### config.mk
export PLATFORM = sky130hd
export DESIGN_NAME = de_emphasis
export DESIGN_NICKNAME = d
export VERILOG_FILES = /design/src/rtl/mfcc_pkg.sv /design/src/rtl/q15_mac.sv /design/src/rtl/de_emphasis.sv
export SDC_FILE = /design/constraint.sdc
export NUM_CORES = 1
export LEC_CHECK = 0
export ABC_CLOCK_PERIOD_IN_PS = 9100
export CORE_AREA = 2 2 145 147
export DETAILED_ROUTE_END_ITERATION = 10
export DIE_AREA = 0 0 147 149
export PLACE_DENSITY_LB_ADDON = 0.05
export SYNTH_ARGS = -nofsm -noshare
export SYNTH_HDL_FRONTEND = slang
export SYNTH_SLANG_ARGS = --single-unit
### constraint.sdc
create_clock -name clk -period 9.1 [get_ports clk]
set_input_delay 1.82 -clock clk [delete_from_list [all_inputs] [get_ports clk]]
set_output_delay 1.82 -clock clk [all_outputs]
set_load 0.01 [all_outputs]
### src/rtl/mfcc_pkg.sv
// Shared types and constants for the front-end sample pipeline:
// the Q1.15 sample type, the fixed-point shift, the default
// de-emphasis coefficient and the de_emphasis FSM state encoding.
package mfcc_pkg;

   typedef logic signed [15:0] sample_t;

   localparam int      Q15_SHIFT     = 15;
   localparam sample_t DEFAULT_ALPHA = 16'sd31785;  // 0.97 in Q1.15

   typedef enum logic [1:0] {
      ST_IDLE = 2'd0,
      ST_MUL  = 2'd1,
      ST_ADD  = 2'd2,
      ST_OUT  = 2'd3
   } state_t;

endpackage : mfcc_pkg

### src/rtl/q15_mac.sv
// Q1.15 multiply / shift / add / reduce datapath for de_emphasis.
// prod_o = mul_a_i * COEF (full 32-bit signed product).
// sum_o  = add_x_i + (prod_i >>> 15), formed at 17 bits and reduced to 16.
// Optional macro DE_EMPHASIS_SAT_EN: clamp the 17-bit sum to the 16-bit
// range. When it is undefined the sum wraps (keeps its low 16 bits).
module q15_mac
   import mfcc_pkg::*;
#(
   parameter sample_t COEF = DEFAULT_ALPHA
) (
   input  sample_t             mul_a_i,
   output logic signed [31:0]  prod_o,
   input  sample_t             add_x_i,
   input  logic signed [31:0]  prod_i,
   output sample_t             sum_o
);

   logic signed [31:0] a_ext;
   logic signed [31:0] c_ext;
   logic signed [31:0] prod_sh;
   logic signed [16:0] prod_sh17;
   logic signed [16:0] x_ext;
   logic signed [16:0] sum17;

   assign a_ext  = 32'(mul_a_i);
   assign c_ext  = 32'(COEF);
   assign prod_o = a_ext * c_ext;

   // Arithmetic shift floors toward minus infinity; the top 17 bits of the
   // shifted product always hold the full value for 16x16 operands.
   assign prod_sh   = prod_i >>> Q15_SHIFT;
   assign prod_sh17 = prod_sh[16:0];
   assign x_ext     = 17'(add_x_i);
   assign sum17     = x_ext + prod_sh17;

   // Reduce the 17-bit sum to a 16-bit sample.
   always_comb begin
`ifdef DE_EMPHASIS_SAT_EN
      if (sum17 > 17'sd32767) begin
         sum_o = 16'sh7FFF;
      end else if (sum17 < -17'sd32768) begin
         sum_o = 16'sh8000;
      end else begin
         sum_o = sum17[15:0];
      end
`else
      sum_o = sum17[15:0];
`endif
   end

endmodule : q15_mac

### src/rtl/de_emphasis.sv
// De-emphasis IIR filter: y[n] = x[n] + ALPHA * y[n-1], Q1.15.
// One sample in flight at a time, sequenced by a four-state FSM; the
// arithmetic lives in q15_mac. in_first (or reset) drops the feedback
// history. Optional macro DE_EMPHASIS_SAT_EN selects a saturating sum
// instead of two's-complement wrap (handled inside q15_mac).
//
//   state   | meaning
//   --------+--------------------------------------------------------
//   ST_IDLE | in_ready=1, waiting for in_valid; captures x_in/in_first
//   ST_MUL  | registers prod = y_prev * ALPHA (y_prev=0 on first)
//   ST_ADD  | loads reduced sum into y_out and y_prev, raises out_valid
//   ST_OUT  | holds out_valid/y_out until out_ready
module de_emphasis
   import mfcc_pkg::*;
#(
   parameter logic signed [15:0] ALPHA = DEFAULT_ALPHA
) (
   input  logic               clk,
   input  logic               rst,
   input  logic               in_valid,
   output logic               in_ready,
   input  logic               in_first,
   input  logic signed [15:0] x_in,
   output logic               out_valid,
   input  logic               out_ready,
   output logic signed [15:0] y_out
);

   state_t             state_q, state_d;
   sample_t            x_q;
   logic               first_q;
   sample_t            y_prev_q;
   logic signed [31:0] prod_q;
   sample_t            y_out_q;
   logic               out_valid_q;

   sample_t            mac_a;
   logic signed [31:0] mac_prod;
   sample_t            mac_sum;

   assign mac_a = first_q ? '0 : y_prev_q;

   q15_mac #(
      .COEF    (ALPHA)
   ) u_mac (
      .mul_a_i (mac_a),
      .prod_o  (mac_prod),
      .add_x_i (x_q),
      .prod_i  (prod_q),
      .sum_o   (mac_sum)
   );

   // State register.
   always_ff @(posedge clk) begin
      if (rst) begin
         state_q <= ST_IDLE;
      end else begin
         state_q <= state_d;
      end
   end

   // Next-state logic.
   always_comb begin
      state_d = state_q;
      case (state_q)
         ST_IDLE: if (in_valid)  state_d = ST_MUL;
         ST_MUL:                 state_d = ST_ADD;
         ST_ADD:                 state_d = ST_OUT;
         ST_OUT:  if (out_ready) state_d = ST_IDLE;
         default:                state_d = ST_IDLE;
      endcase
   end

   // FSM outputs.
   always_comb begin
      in_ready = (state_q == ST_IDLE);
   end

   // Datapath registers, advanced by the current state.
   always_ff @(posedge clk) begin
      if (rst) begin
         x_q         <= '0;
         first_q     <= 1'b0;
         y_prev_q    <= '0;
         prod_q      <= '0;
         y_out_q     <= '0;
         out_valid_q <= 1'b0;
      end else begin
         case (state_q)
            ST_IDLE: begin
               if (in_valid) begin
                  x_q     <= x_in;
                  first_q <= in_first;
               end
            end
            ST_MUL: begin
               prod_q <= mac_prod;
            end
            ST_ADD: begin
               y_out_q     <= mac_sum;
               y_prev_q    <= mac_sum;
               out_valid_q <= 1'b1;
            end
            ST_OUT: begin
               if (out_ready) out_valid_q <= 1'b0;
            end
            default: begin
               out_valid_q <= 1'b0;
            end
         endcase
      end
   end

   assign out_valid = out_valid_q;
   assign y_out     = y_out_q;

endmodule : de_emphasis

==> summary.md <==
| Metric | Value |
|---|---|
| Complex-gate fraction of the synthesized area | 11.0% |
| Final core utilization | 40.0% |
| Worst Tran Pin Value | 1.03 ns |
| Peak supply drop | 0.137 mV |
| Post-synth top area cell | ha_1 |
| Row count | 53 |
| Fin. Hold Viols | 0 |
| Syn nets | 1076 |
| Crit end category | flip-flop |
| Final Skew | 0.00600 ns |
| Synth top cells by count | 149 x inv_1, 123 x ha_1, 76 x fa_1 |
| Leak | 4.03 nW |
| Async SR Flop Fraction | 0% |
| Hold Path Class | reg -> reg |
| Worst setup SP type | flip-flop |
| Maximum number of pins on one net before global-route repair | 68 |
| Register area share after synthesis | 14.1% |
| Global-route wire length before repair | 30700 microns |
| Initial antenna violation count | 0 |
| Max Clk Rate | 136 MHz |
| Cell area after synthesis | 7390 sq um |
| CTS sink cnt | 52 |
| Die Wd | 147 microns |
| N_diodes | 0 |
| Max Cap Viol | 0 |
| XOR/XNOR share of the synthesized area | 5.69% |
| Max-slew headroom | 30.9% |
| Final #Nets | 1104 |
| Share of cells above drive strength 1 | 2.94% |
| Yosys warns | 0 |
| Setup TNS | 0 ns |
| Worst Path Arrival | 7.52 ns |
| Clock buffer depth | 2 |
| Post-synthesis adder-cell area fraction | 41.4% |
| DRC | 0 |
| Post-Synthesis Cells | 856 |
| Main combinational cell family by area after synthesis | adder cells |
| Post-CTS setup buffer count | 0 |
| Number of flops mapped to enable cells by yosys | 0 |
| Fin. max-slew vios | 0 |
| Kind of critical path | reg -> reg |
| Via-to-Cell Ratio | 4.87 |
| Post-synthesis mux area share | 2.30% |
| Avg WL per Cell | 15.6 microns |
| Status | finished clean |
| Post-synth top flop | dfxtp_1 |
| Die height | 149 microns |
| Syn avg cell area | 8.63 sq um |
| Die Footprint | 21900 sq um |
| Post-synthesis simple-gate area fraction | 16.6% |
| Detailed Routing Iterations Pass 1 | 4 |
| I/O Buffers | 38 |
| Post-route clock period utilization | 80.7% |
| Min cycle time layout | 7.34 ns |
| Total vias in the final route | 5650 |
| Clk_lat worst skew | 0.29 ns |
| Area Overhead vs Synth | 11.3% |
| CP required | 9.28 ns |
| Top-area cell type share of the netlist area | 20.8% |
| Cell with the most instances after synthesis | inv_1 |
| Cell chain of the critical path | nor2b_1, inv_1, fa_1, inv_1, fa_1, fa_1, inv_1, fa_1, fa_1, fa_1, inv_1, ha_1, a21o_1, a21o_1, a2111oi_4, nor3_1, or4b_4, and3_4, or3_1, a311o_1 |
| Worst Hold Margin | 0.465 ns |
| CP bufs+invs | 4 |
| Dpl hpwl | 15100 microns |
| Vias in the first global route | 6034 |
| Initial Utilization | 35.9% |
| GRT Total Usage | 17.5% |
| CTS resizes | 0 |
| H-Tree Depth | 2 |
| Top cells by area, synth | ha_1 21%, fa_1 21%, dfxtp_1 14% |
| CP most frequent cell | fa_1 |
| Slowest-stage cell, CP | nor2b_1 |
| Seq cells post-synth | 52 |
| Routability cong. | 0.876 |
| Final setup vio count | 0 |
| Design area | 8230 sq um |
| Peak per-stage delay on the critical path | 0.68 ns |
| Remaining global-route overflow | 0 |
| Initial DRC count | 226 |
| Critical-path maximum fanout | 13 |
| Total CTS buffers | 5 |
| Final wirelength | 18100 microns |
| CTS root buf | clkbuf_16 |
| CP top delay family | adder cells |
| Final total power | 1.50 mW |
| RSZ-0062 raised after global routing | no |
| Library cells used by synthesis | 59 |
| Hold buffers post-CTS | 0 |
| Placed Area | 8080 sq um |
| Area of the core | 20600 sq um |
| Pwr/cell area | 183 nW/um^2 |
| Boundary pin count | 39 |
| CTS tree | built |
| Post-route ant nets | 0 |
| Clock Pin Slew Worst Setup and Hold Paths | 0.07 ns |
[power by group]
group / internal, mW / total (mW) / leakage [nW] / switching (mW)
Combinational: 0.419 / 0.989 / 3.54 / 0.570
Clock: 0.110 / 0.194 / 0.0701 / 0.0840
Sequential: 0.274 / 0.320 / 0.423 / 0.0468
Total: 0.803 / 1.50 / 4.03 / 0.700
[through the flow]
| stage | setup WS (ns) | instances |
|---|---|---|
| 5_1_grt | 1.41 | 1160 |
| 2_1_floorplan | 2.13 | 856 |
| 4_1_cts | 1.72 | 1160 |
| 3_5_place_dp | 1.75 | 1152 |
| 3_3_place_gp | 1.89 | 1152 |
| 6_report | 1.76 | 1160 |
[path summary, 6_finish.rpt]
kind / startpoint / end / slack [ns] / cells after the start
min: x_q[8] / x_q[8] / 0.47 / 2
max reg2reg: first_q / prod_q[30] / 1.76 / 20
max: first_q / prod_q[30] / 1.76 / 20
min reg2reg: x_q[8] / x_q[8] / 0.47 / 2
[area by class of cell]
| cell class | instances | area, sq um |
|---|---|---|
| Sequential cell | 52 | 1040 |
| Fill cell | 2101 | 12300 |
| Multi-Input combinational cell | 630 | 5700 |
| Clock inverter | 1 | 7.51 |
| Inverter | 149 | 559 |
| Timing Repair Buffer | 46 | 435 |
| Tap cell | 275 | 344 |
| Clock buffer | 7 | 143 |
[sequential cells by signal, summed over array words and instances, names as in the netlist]
signal,count
x_q,16
first_q,1
state_q,2
prod_q,16
out_valid,1
y_out,16
[cell families (layout without fill, tap and decap cells)]
| family | Yosys count | count (layout) |
|---|---|---|
| AND/OR/NAND/NOR | 244 | 244 |
| adder cells (fa/ha/maj) | 199 | 199 |
| buffers and inverters | 174 | 203 |
| AO/OA/AOI/OAI | 122 | 122 |
| flip-flops | 52 | 52 |
| XOR/XNOR | 48 | 48 |
| multiplexers | 17 | 17 |
[layout by cell type (no fill, tap or decap), drive strengths merged, types with 8 or more instances in the layout]
cell             n
a21o            18
nor2b           22
xnor2           38
nor2            48
nand3           16
inv            149
nor3b            8
nand2b           8
a21oi           39
buf              9
xor2            10
nor3            18
dfxtp           52
nand2           74
fa              76
o21ai           22
mux2i           17
and2            12
or3              8
clkdlybuf4s50   37
ha             123
[worst reg2reg max path: stages, from the launching register on]
cell and delay [ns]:
dfxtp_1 0.47, nor2b_1 0.68, inv_1 0.21, fa_1 0.53
inv_1 0.05, fa_1 0.47, fa_1 0.55, inv_1 0.06
fa_1 0.50, fa_1 0.51, fa_1 0.54, inv_1 0.04
ha_1 0.35, a21o_1 0.18, a21o_1 0.21, a2111oi_4 0.34
nor3_1 0.13, or4b_4 0.53, and3_4 0.18, or3_1 0.38
a311o_1 0.32
[routing by layer]
layer,GRT usage (%),vias to the layer above,share of wire (%),wire length (microns)
li1,-,2874,-,-
met5,0,-,0,0
met2,31.5,57,49,8920
met3,1.65,16,1.6,290
met4,3.13,0,1.4,251
met1,23.3,2703,48,8610
Note: power is estimated with default switching activity, not from simulation.
